[config.mk]
export PLATFORM = sky130hd
export DESIGN_NAME = serial_min2_tracker
export DESIGN_NICKNAME = d
export VERILOG_FILES = /design/src/rtl/cnu_pkg.sv /design/src/rtl/min2_update.sv /design/src/rtl/serial_min2_tracker.sv
export SDC_FILE = /design/constraint.sdc
export NUM_CORES = 1
export LEC_CHECK = 0
export ABC_CLOCK_PERIOD_IN_PS = 3600
export BUFFER_PORTS_ARGS = -buffer_cell sky130_fd_sc_hd__buf_2
export CORE_MARGIN = 3
export CORE_UTILIZATION = 25
export CTS_BUF_LIST = sky130_fd_sc_hd__clkbuf_4 sky130_fd_sc_hd__clkbuf_8
export DETAILED_ROUTE_END_ITERATION = 8
export HOLD_SLACK_MARGIN = 0.03
export PLACE_DENSITY_LB_ADDON = 0.1
export SYNTH_ARGS = -nofsm -noshare
export SYNTH_HDL_FRONTEND = slang
export SYNTH_SLANG_ARGS = --single-unit
[constraint.sdc]
create_clock -name sys_clk -period 3.6 [get_ports sys_clk]
set_clock_uncertainty 0.1 [all_clocks]
set_input_delay 0.36 -clock sys_clk [delete_from_list [all_inputs] [get_ports sys_clk]]
set_output_delay 0.36 -clock sys_clk [all_outputs]
set_load 0.02 [all_outputs]
[src/rtl/cnu_pkg.sv]
// Shared definitions for the check-node units: magnitude width default,
// saturation constant and index-width helpers, plus the row-close cause type.
package cnu_pkg;

   localparam int QUAN_SIZE_DEF = 3;

   typedef enum logic [1:0] {
      CLOSE_NONE   = 2'b00,
      CLOSE_LAST   = 2'b01,
      CLOSE_DEGREE = 2'b10
   } close_e;

   // All-ones value of a w-bit magnitude, used as the "nothing seen yet" level.
   function automatic logic [31:0] sat_ones(input int w);
      return (32'd1 << w) - 32'd1;
   endfunction

   function automatic int idx_width(input int d);
      return (d > 1) ? $clog2(d) : 1;
   endfunction

endpackage

[src/rtl/min2_update.sv]
// Combinational two-minimum update of (m1,i1,m2,i2) with a new value v at position p.
// The i2 path exists only when SERIAL_MIN2_SECOND_INDEX_EN is defined.
module min2_update
   import cnu_pkg::*;
#(
   parameter int QUAN_SIZE = QUAN_SIZE_DEF,
   parameter int IDX_W     = 4
) (
   input  logic [QUAN_SIZE-1:0] m1_i,
   input  logic [IDX_W-1:0]     i1_i,
   input  logic [QUAN_SIZE-1:0] m2_i,
   input  logic [QUAN_SIZE-1:0] v_i,
   input  logic [IDX_W-1:0]     p_i,
   output logic [QUAN_SIZE-1:0] m1_o,
   output logic [IDX_W-1:0]     i1_o,
   output logic [QUAN_SIZE-1:0] m2_o
`ifdef SERIAL_MIN2_SECOND_INDEX_EN
   ,
   input  logic [IDX_W-1:0]     i2_i,
   output logic [IDX_W-1:0]     i2_o
`endif
);

   // Strict compares: on ties the incumbent (earlier position) is kept.
   always_comb begin
      m1_o = m1_i;
      i1_o = i1_i;
      m2_o = m2_i;
`ifdef SERIAL_MIN2_SECOND_INDEX_EN
      i2_o = i2_i;
`endif
      if (v_i < m1_i) begin
         m2_o = m1_i;
         m1_o = v_i;
         i1_o = p_i;
`ifdef SERIAL_MIN2_SECOND_INDEX_EN
         i2_o = i1_i;
`endif
      end else if (v_i < m2_i) begin
         m2_o = v_i;
`ifdef SERIAL_MIN2_SECOND_INDEX_EN
         i2_o = p_i;
`endif
      end else begin
         m1_o = m1_i;
         m2_o = m2_i;
      end
   end

endmodule

[src/rtl/serial_min2_tracker.sv]
// Streaming two-minimum tracker over serially arriving check-node rows.
// Define SERIAL_MIN2_SECOND_INDEX_EN to add the second_min_index output.
module serial_min2_tracker
   import cnu_pkg::*;
#(
   parameter int QUAN_SIZE = QUAN_SIZE_DEF,
   parameter int DEGREE    = 10
) (
   input  logic                         sys_clk,
   input  logic                         rstn,
   input  logic                         in_valid,
   output logic                         in_ready,
   input  logic [QUAN_SIZE-1:0]         in_data,
   input  logic                         in_last,
   output logic                         out_valid,
   input  logic                         out_ready,
   output logic [QUAN_SIZE-1:0]         m1,
   output logic [QUAN_SIZE-1:0]         m2,
   output logic [idx_width(DEGREE)-1:0] min_index,
   output logic                         deg_err
`ifdef SERIAL_MIN2_SECOND_INDEX_EN
   ,
   output logic [idx_width(DEGREE)-1:0] second_min_index
`endif
);

   localparam int                   IDX_W    = idx_width(DEGREE);
   localparam logic [QUAN_SIZE-1:0] MAG_MAX  = QUAN_SIZE'(sat_ones(QUAN_SIZE));
   localparam logic [IDX_W:0]       LAST_POS = (IDX_W+1)'(DEGREE - 1);
   localparam logic [IDX_W:0]       CNT_ONE  = (IDX_W+1)'(1);

   logic [IDX_W:0]       cnt_q,    cnt_d;
   logic [QUAN_SIZE-1:0] acc_m1_q, acc_m1_d;
   logic [QUAN_SIZE-1:0] acc_m2_q, acc_m2_d;
   logic [IDX_W-1:0]     acc_i1_q, acc_i1_d;
   logic                 out_valid_q, out_valid_d;
   logic [QUAN_SIZE-1:0] m1_q, m1_d;
   logic [QUAN_SIZE-1:0] m2_q, m2_d;
   logic [IDX_W-1:0]     i1_q, i1_d;
   logic                 deg_err_q, deg_err_d;

   logic                 accept_s;
   logic                 close_s;
   close_e               close_cause_s;
   logic [IDX_W-1:0]     pos_s;
   logic [QUAN_SIZE-1:0] seed_m1_s, seed_m2_s, upd_m1_s, upd_m2_s;
   logic [IDX_W-1:0]     seed_i1_s, upd_i1_s;

`ifdef SERIAL_MIN2_SECOND_INDEX_EN
   logic [IDX_W-1:0]     acc_i2_q, acc_i2_d;
   logic [IDX_W-1:0]     i2_q, i2_d;
   logic [IDX_W-1:0]     seed_i2_s, upd_i2_s;
`endif

   assign in_ready  = ~out_valid_q | out_ready;
   assign accept_s  = in_valid & in_ready;
   assign pos_s     = cnt_q[IDX_W-1:0];
   assign close_s   = (close_cause_s != CLOSE_NONE);
   assign out_valid = out_valid_q;
   assign m1        = m1_q;
   assign m2        = m2_q;
   assign min_index = i1_q;
   assign deg_err   = deg_err_q;
`ifdef SERIAL_MIN2_SECOND_INDEX_EN
   assign second_min_index = i2_q;
`endif

   // Seeding both minima with all-ones makes the first beat a plain update at position 0.
   always_comb begin
      seed_m1_s = acc_m1_q;
      seed_m2_s = acc_m2_q;
      seed_i1_s = acc_i1_q;
`ifdef SERIAL_MIN2_SECOND_INDEX_EN
      seed_i2_s = acc_i2_q;
`endif
      if (cnt_q == '0) begin
         seed_m1_s = MAG_MAX;
         seed_m2_s = MAG_MAX;
         seed_i1_s = '0;
`ifdef SERIAL_MIN2_SECOND_INDEX_EN
         seed_i2_s = '0;
`endif
      end else begin
         seed_m1_s = acc_m1_q;
         seed_m2_s = acc_m2_q;
      end
   end

   min2_update #(
      .QUAN_SIZE(QUAN_SIZE),
      .IDX_W    (IDX_W)
   ) u_min2_update (
      .m1_i(seed_m1_s),
      .i1_i(seed_i1_s),
      .m2_i(seed_m2_s),
      .v_i (in_data),
      .p_i (pos_s),
      .m1_o(upd_m1_s),
      .i1_o(upd_i1_s),
      .m2_o(upd_m2_s)
`ifdef SERIAL_MIN2_SECOND_INDEX_EN
      ,
      .i2_i(seed_i2_s),
      .i2_o(upd_i2_s)
`endif
   );

   // Row close cause: explicit last beat, or forced at the DEGREE-th beat.
   always_comb begin
      close_cause_s = CLOSE_NONE;
      if (!accept_s) begin
         close_cause_s = CLOSE_NONE;
      end else if (in_last) begin
         close_cause_s = CLOSE_LAST;
      end else if (cnt_q == LAST_POS) begin
         close_cause_s = CLOSE_DEGREE;
      end else begin
         close_cause_s = CLOSE_NONE;
      end
   end

   // Accumulator and beat counter next state.
   always_comb begin
      cnt_d    = cnt_q;
      acc_m1_d = acc_m1_q;
      acc_m2_d = acc_m2_q;
      acc_i1_d = acc_i1_q;
`ifdef SERIAL_MIN2_SECOND_INDEX_EN
      acc_i2_d = acc_i2_q;
`endif
      if (accept_s) begin
         acc_m1_d = upd_m1_s;
         acc_m2_d = upd_m2_s;
         acc_i1_d = upd_i1_s;
`ifdef SERIAL_MIN2_SECOND_INDEX_EN
         acc_i2_d = upd_i2_s;
`endif
         if (close_s) begin
            cnt_d = '0;
         end else begin
            cnt_d = cnt_q + CNT_ONE;
         end
      end else begin
         cnt_d = cnt_q;
      end
   end

   // Result registers load only on close; a close wins over a same-cycle consume.
   always_comb begin
      out_valid_d = out_valid_q;
      m1_d        = m1_q;
      m2_d        = m2_q;
      i1_d        = i1_q;
      deg_err_d   = deg_err_q;
`ifdef SERIAL_MIN2_SECOND_INDEX_EN
      i2_d        = i2_q;
`endif
      if (close_s) begin
         out_valid_d = 1'b1;
         m1_d        = upd_m1_s;
         m2_d        = upd_m2_s;
         i1_d        = upd_i1_s;
         deg_err_d   = (close_cause_s == CLOSE_DEGREE);
`ifdef SERIAL_MIN2_SECOND_INDEX_EN
         i2_d        = upd_i2_s;
`endif
      end else if (out_ready) begin
         out_valid_d = 1'b0;
      end else begin
         out_valid_d = out_valid_q;
      end
   end

   // State registers with synchronous active-low reset.
   always_ff @(posedge sys_clk) begin
      if (!rstn) begin
         cnt_q       <= '0;
         acc_m1_q    <= '0;
         acc_m2_q    <= '0;
         acc_i1_q    <= '0;
         out_valid_q <= 1'b0;
         m1_q        <= '0;
         m2_q        <= '0;
         i1_q        <= '0;
         deg_err_q   <= 1'b0;
`ifdef SERIAL_MIN2_SECOND_INDEX_EN
         acc_i2_q    <= '0;
         i2_q        <= '0;
`endif
      end else begin
         cnt_q       <= cnt_d;
         acc_m1_q    <= acc_m1_d;
         acc_m2_q    <= acc_m2_d;
         acc_i1_q    <= acc_i1_d;
         out_valid_q <= out_valid_d;
         m1_q        <= m1_d;
         m2_q        <= m2_d;
         i1_q        <= i1_d;
         deg_err_q   <= deg_err_d;
`ifdef SERIAL_MIN2_SECOND_INDEX_EN
         acc_i2_q    <= acc_i2_d;
         i2_q        <= i2_d;
`endif
      end
   end

endmodule

==> metrics.yaml, run 1 <==
hpwl_um: 2740
io_pins: 21
routed_wl_um: 3790
fp.coreArea_mm2: 0.00557
fin_crit_sh_pct: 85.9
gp_congestion: 0.831
finalHoldViolCount: 0
num_antenna_cells: 0
syn_inst: 174
drtAntennaViolNets: 0
rsz0062_at_grt: "false"
rows: 27
numCtsBuffers: 3
grt_pass1_vias: 1280
io_buffer_count: 20
max_freq_mhz: 324
cp-end-kind: "flop"
htree_levels: 1
drive_above_1_share_pct: 16.5
cts_num_sinks: 27
path_max_fanout: 21
setup_viol: 0
antenna_found_initial: 0
powerDensity_mw_per_mm2: 378
hp-class: "in -> reg"
cts_tree: "built"
report.final.slew_viol_count: 0
die_height_um: 82.5
final_util_pct: 30.1
dr.pass1.iters: 4
synthArstFlopShare_pct: 0
synth_seq_cells: 27
syn_area_mm2: 0.00146
period_needed_ns: 3.09
die_area_mm2: 0.00680
grt_pass1_wl_um: 6340
start_kind: "flop"
grt.total_usage_pct: 12.2
cts.repair.resized: 0
grt_max_degree: 22
fin_setup_tns_ns: 0
critPathRequiredTime_ns: 3.71
overflow: 0
filler_cell_count: 621
fin_ws_ns: 0.509
final_cell_area_mm2: 0.00168
nNetsFinal: 204
postCtsSetupRepairBufs: 0
placed_area_mm2: 0.00163
critPathKind: "reg -> reg"
vias: 1313
post_synth.cell_area_avg_um2: 8.41
start_util_pct: 26.2
outcome: "finished, final reports clean"
drv_cap: 0
ctsRootBufferMaster: "clkbuf_8"
yosysWarnings: 0
synth_cell_types: 45
avgViaCountPerCell: 5.05
hold_buffers: 0
areaGrowthSynthToFinish_pct: 14.9
cp_data_arrival_time_ns: 3.20
synth_nets: 189
tightest_slew_ns: 0.721
synthFlopType: "dfxtp_1"
clock_latency_ns: 0.28
drt_iter0_markers: 92
synth_edf_count: 0
wire_per_inst_um: 14.6
path_clk_slew_ns: 0.10
clockBufferDepth: 2
dp_slack_ns: 0.536
synth_seq_area_share_pct: 37.0
power_leakage_uw: 0.000629
die_x_um: 82.5
vdd_drop_max_mv: 0.123
relSlewSlack_pct: 52.0
drc: 0
==> worst max-delay path, stage by stage, from the launching register on <==
cell and delay (ns):
dfxtp_1 0.36, inv_1 0.13, ha_1 0.18, nor4b_2 0.46, nor2_1 0.14, ha_1 0.39
nand3b_1 0.11, o2111ai_2 0.46, buf_12 0.22, mux2_1 0.33, a21oi_1 0.13
==> placed cells by master (no fill, tap or decap), types with 2 or more instances in the layout <==
| cell | synthesis | layout |
|---|---|---|
| nand2b_1 | 4 | 4 |
| inv_1 | 6 | 6 |
| buf_2 | 6 | 20 |
| nor2_1 | 14 | 14 |
| or2_0 | 4 | 4 |
| ha_1 | 7 | 7 |
| o211ai_1 | 2 | 2 |
| clkbuf_8 | 0 | 3 |
| or3_1 | 5 | 5 |
| a31oi_1 | 5 | 5 |
| nor3_1 | 7 | 7 |
| and2_1 | 5 | 5 |
| o21ai_0 | 5 | 5 |
| a21oi_1 | 7 | 7 |
| a221o_1 | 4 | 4 |
| xnor2_1 | 2 | 2 |
| o2111ai_2 | 1 | 2 |
| a211oi_1 | 2 | 2 |
| nand3_1 | 13 | 13 |
| dfxtp_1 | 27 | 27 |
| nand3b_1 | 2 | 2 |
| nand4_1 | 2 | 2 |
| nand2_1 | 14 | 14 |
| o311ai_1 | 2 | 2 |
==> registers in the layout, indices dropped and copies added (netlist names) <==
register and count:
m1 3, acc_m2_q 3, acc_i1_q 4, m2 3
cnt_q 5, acc_m1_q 3, deg_err 1, min_index 4
out_valid 1
==> stage by stage <==
stage / cells / power [uW] / hold WS (ns)
floorplan: 174 / 421 / 0.332
global placement: 256 / 464 / 0.340
detailed placement: 256 / 464 / 0.349
CTS: 260 / 644 / 0.223
global route: 260 / 672 / 0.222
finish: 260 / 636 / 0.231
==> per-layer routing <==
metal,share of wire (%),GRT usage [%]
met5,0,0
met4,1.4,3.92
met2,43,18.1
met3,4.0,2.06
met1,52,17.8
==> worst paths after layout <==
check,startpoint,end,slack [ns],depth (start not counted)
max reg2reg,cnt_q[0]$_SDFFE_PN0P_,acc_i1_q[2]$_SDFFE_PN0P_,0.51,10
min reg2reg,acc_i1_q[2]$_SDFFE_PN0P_,acc_i1_q[2]$_SDFFE_PN0P_,0.36,2
max,cnt_q[0]$_SDFFE_PN0P_,acc_i1_q[2]$_SDFFE_PN0P_,0.51,10
min,in_last,deg_err$_SDFFE_PN0N_,0.23,2
==> where the power goes <==
part | total (uW) | internal (uW) | switching [uW]
Clock | 179 | 77.8 | 101
Combinational | 133 | 49.0 | 83.8
Sequential | 324 | 314 | 9.60
==> cells in the mapped netlist (5+ instances only) <==
master | instances | area (um2)
and2_1 | 5 | 31.3
nand2_1 | 14 | 52.6
nor3_1 | 7 | 35.0
a21oi_1 | 7 | 35.0
inv_1 | 6 | 22.5
clkbuf_1 | 6 | 22.5
or3_1 | 5 | 31.3
dfxtp_1 | 27 | 541
o21ai_0 | 5 | 25.0
buf_2 | 6 | 30.0
ha_1 | 7 | 87.6
nor2_1 | 14 | 52.6
nand3_1 | 13 | 65.1
a31oi_1 | 5 | 31.3
==> area by class of cell <==
cell class	count	area [um2]	share of cell area (%)
inverters	7	26.3	1.56
clock inverters	1	5.00	0.298
clock buffers	3	41.3	2.46
well taps	72	90.1	5.36
flip-flops and latches	27	541	32.2
multi-input cells	128	850	50.6
repair buffers	22	128	7.59
==> cells by family (layout without fill, tap and decap cells) <==
| logic type | Yosys count | in the layout | synth area share [%] |
|---|---|---|---|
| simple gates | 76 | 76 | 28.0 |
| flops | 27 | 27 | 37.0 |
| buf+inv | 19 | 33 | 5.39 |
| fa+ha+maj | 7 | 7 | 5.99 |
| xor+xnor | 3 | 3 | 1.80 |
| mux | 2 | 2 | 1.45 |
| compound gates | 40 | 40 | 20.4 |
(Power assumes the default switching activity.)
==> run 2, diff against run 1 <==
--- a/config.mk
+++ b/config.mk
@@ -6,7 +6,7 @@
 export NUM_CORES = 1
 export LEC_CHECK = 0
 export ABC_CLOCK_PERIOD_IN_PS = 3600
-export BUFFER_PORTS_ARGS = -buffer_cell sky130_fd_sc_hd__buf_2
+export BUFFER_PORTS_ARGS = -buffer_cell sky130_fd_sc_hd__buf_4
 export CORE_MARGIN = 3
 export CORE_UTILIZATION = 25
 export CTS_BUF_LIST = sky130_fd_sc_hd__clkbuf_4 sky130_fd_sc_hd__clkbuf_8
==> run 2 against run 1 <==
Total power decreased by 0.48%. Cell count increased by 0.38%. Hold slack got worse by 0.026 ns. Die area unchanged. Sequential share of layout area decreased by 0.84 points.
==> metrics.yaml, run 2 (synthesized netlist as in run 1, its figures left out) <==
overflow: 0  # unchanged
areaGrowthSynthToFinish_pct: 18.0
power_leakage_uw: 0.000639  # +1.5%
report.final.slew_viol_count: 0  # unchanged
fin_setup_tns_ns: 0  # unchanged
ctsRootBufferMaster: "clkbuf_8"
critPathRequiredTime_ns: 3.70  # about the same
final_cell_area_mm2: 0.00173  # +2.7%
period_needed_ns: 3.08  # -0.0150 ns
io_pins: 21  # unchanged
finalHoldViolCount: 0  # unchanged
path_max_fanout: 15  # -29%
hp-class: "in -> reg"
hpwl_um: 2740  # about the same
drc: 0  # unchanged
drv_cap: 0  # unchanged
multi_input_area_um2: 850  # unchanged
crit_start: "cnt_q[0]$_SDFFE_PN0P_"
grt_pass1_wl_um: 6280  # -0.98%
io_buffer_count: 20  # unchanged
p_clk_share_pct: 27.2  # -1.0 points
clockBufferDepth: 2  # unchanged
fin_cells: 261  # +0.38%
numCtsBuffers: 3  # unchanged
avgViaCountPerCell: 4.96  # -1.7%
die_area_mm2: 0.00680  # unchanged
hold_start: "in_last"
grt_max_degree: 17  # -23%
cts_tree: "built"
antenna_found_initial: 0  # unchanged
pwr-share-comb_pct: 21.6  # +0.7 points
p_seq_share_pct: 51.3  # +0.3 points
tightest_slew_ns: 0.820  # +0.0990 ns
dp_cells: 257  # +0.39%
drt_iter0_markers: 63  # -32%
nNetsFinal: 205  # +0.49%
grt_pass1_vias: 1249  # -2.4%
most-common-layout-cells: "dfxtp_1 (27), buf_4 (23), nor2_1 (14), nand2_1 (14), nand3_1 (13)"
regArea_um2: 541  # unchanged
critPathKind: "reg -> reg"
routed_wl_um: 3750  # -0.85%
largest_reg_flops: 5  # unchanged
dr.pass1.iters: 4  # unchanged
path_clk_slew_ns: 0.10  # about the same
r2r-start: "cnt_q[0]$_SDFFE_PN0P_"
num_antenna_cells: 0  # unchanged
setup_viol: 0  # unchanged
start_util_pct: 26.2  # unchanged
regToRegSetupSlack_ns: 0.52  # +0.02 ns
gp_congestion: 0.850  # +2.4%
max_freq_mhz: 325  # +0.49%
rows: 27  # unchanged
wire_per_inst_um: 14.4  # -1.2%
swShare_pct: 29.7  # -0.93 points
cp-end-kind: "flop"
cp_data_arrival_time_ns: 3.17  # -0.03 ns
hold_buffers: 0  # unchanged
top_register: "cnt_q"
start_kind: "flop"
final_common_cell: "dfxtp_1"
rsz0062_at_grt: "false"
drive_above_1_share_pct: 16.9  # +0.44 points
internal_power_uw: 445  # +0.86%
die_height_um: 82.5  # unchanged
hold_depth: 2  # unchanged
final_util_pct: 31.0  # +0.81 points
relSlewSlack_pct: 45.4  # -6.6 points
cts_num_sinks: 27  # unchanged
drtAntennaViolNets: 0  # unchanged
reg2regPathDepth: 11  # +1
fp.coreArea_mm2: 0.00557  # unchanged
placed_area_mm2: 0.00168  # +2.8%
clock_latency_ns: 0.27  # about the same
outcome: "finished, final reports clean"
htree_levels: 1  # unchanged
die_x_um: 82.5  # unchanged
postCtsSetupRepairBufs: 0  # unchanged
vdd_drop_max_mv: 0.171  # +39%
p_sw_uw: 188  # -3.5%
cts.repair.resized: 0  # unchanged
grt.total_usage_pct: 12.0  # -0.17 points
vias: 1295  # -1.4%
fin_crit_sh_pct: 85.4  # -0.42 points
filler_cell_count: 605  # -2.6%
powerDensity_mw_per_mm2: 367  # -3.1%
run 2: changes by cell type in the layout (fill, tap and decap cells not counted):
cell / previous run / this run
buf_4: 1 / 23
buf_2: 20 / 0
buf_12: 1 / 0
run 2: power by group through the flow:
stage | clock, uW | sequential [uW] | combinational (uW)
after floorplan | 0 | 338 | 83.4
after global placement | 0 | 331 | 136
after detailed placement | 0 | 331 | 136
after CTS | 183 | 324 | 137
after global routing | 194 | 327 | 152
final | 172 | 324 | 136
run 2: final timing paths:
path | to
worst min register to register | acc_i1_q[2]$_SDFFE_PN0P_
worst max-delay path | acc_i1_q[2]$_SDFFE_PN0P_
worst min-delay path | deg_err$_SDFFE_PN0N_
worst max register to register | acc_i1_q[2]$_SDFFE_PN0P_
run 2: metal layers:
| metal | part of all wire, % | track usage, % | vias to the layer above |
|---|---|---|---|
| li1 | - | - | 663 |
| met1 | 53 | 17.4 | 601 |
| met2 | 42 | 18.4 | 29 |
| met3 | 4.8 | 2.71 | 2 |
| met4 | 0.67 | 1.96 | 0 |
| met5 | 0 | 0 | - |
run 2: per-stage QoR:
| step | hold WS (ns) | power [uW] | worst slack, ns |
|---|---|---|---|
| finish | 0.204 | 633 | 0.524 |
| global route | 0.204 | 673 | 0.246 |
| CTS | 0.191 | 645 | 0.517 |
| detailed placement | 0.350 | 468 | 0.579 |
| global placement | 0.348 | 467 | 0.717 |
| floorplan | 0.332 | 421 | 1.09 |
run 2: layout make-up:
| class | count | share of cell area (%) |
|---|---|---|
| clock buffer | 3 | 2.39 |
| clock inverter | 1 | 0.290 |
| inverter | 7 | 1.52 |
| multi-input combinational | 128 | 49.2 |
| sequential | 27 | 31.3 |
| tap | 72 | 5.22 |
| timing repair buffer | 23 | 10.0 |
run 2: critical path, stage by stage, from the launching register on:
cell       delay, ns
dfxtp_1         0.36
inv_1           0.13
ha_1            0.18
nor4b_2         0.40
buf_4           0.25
nor2_1          0.07
ha_1            0.35
nand3b_1        0.10
o2111ai_2       0.32
buf_4           0.27
mux2_1          0.33
a21oi_1         0.13
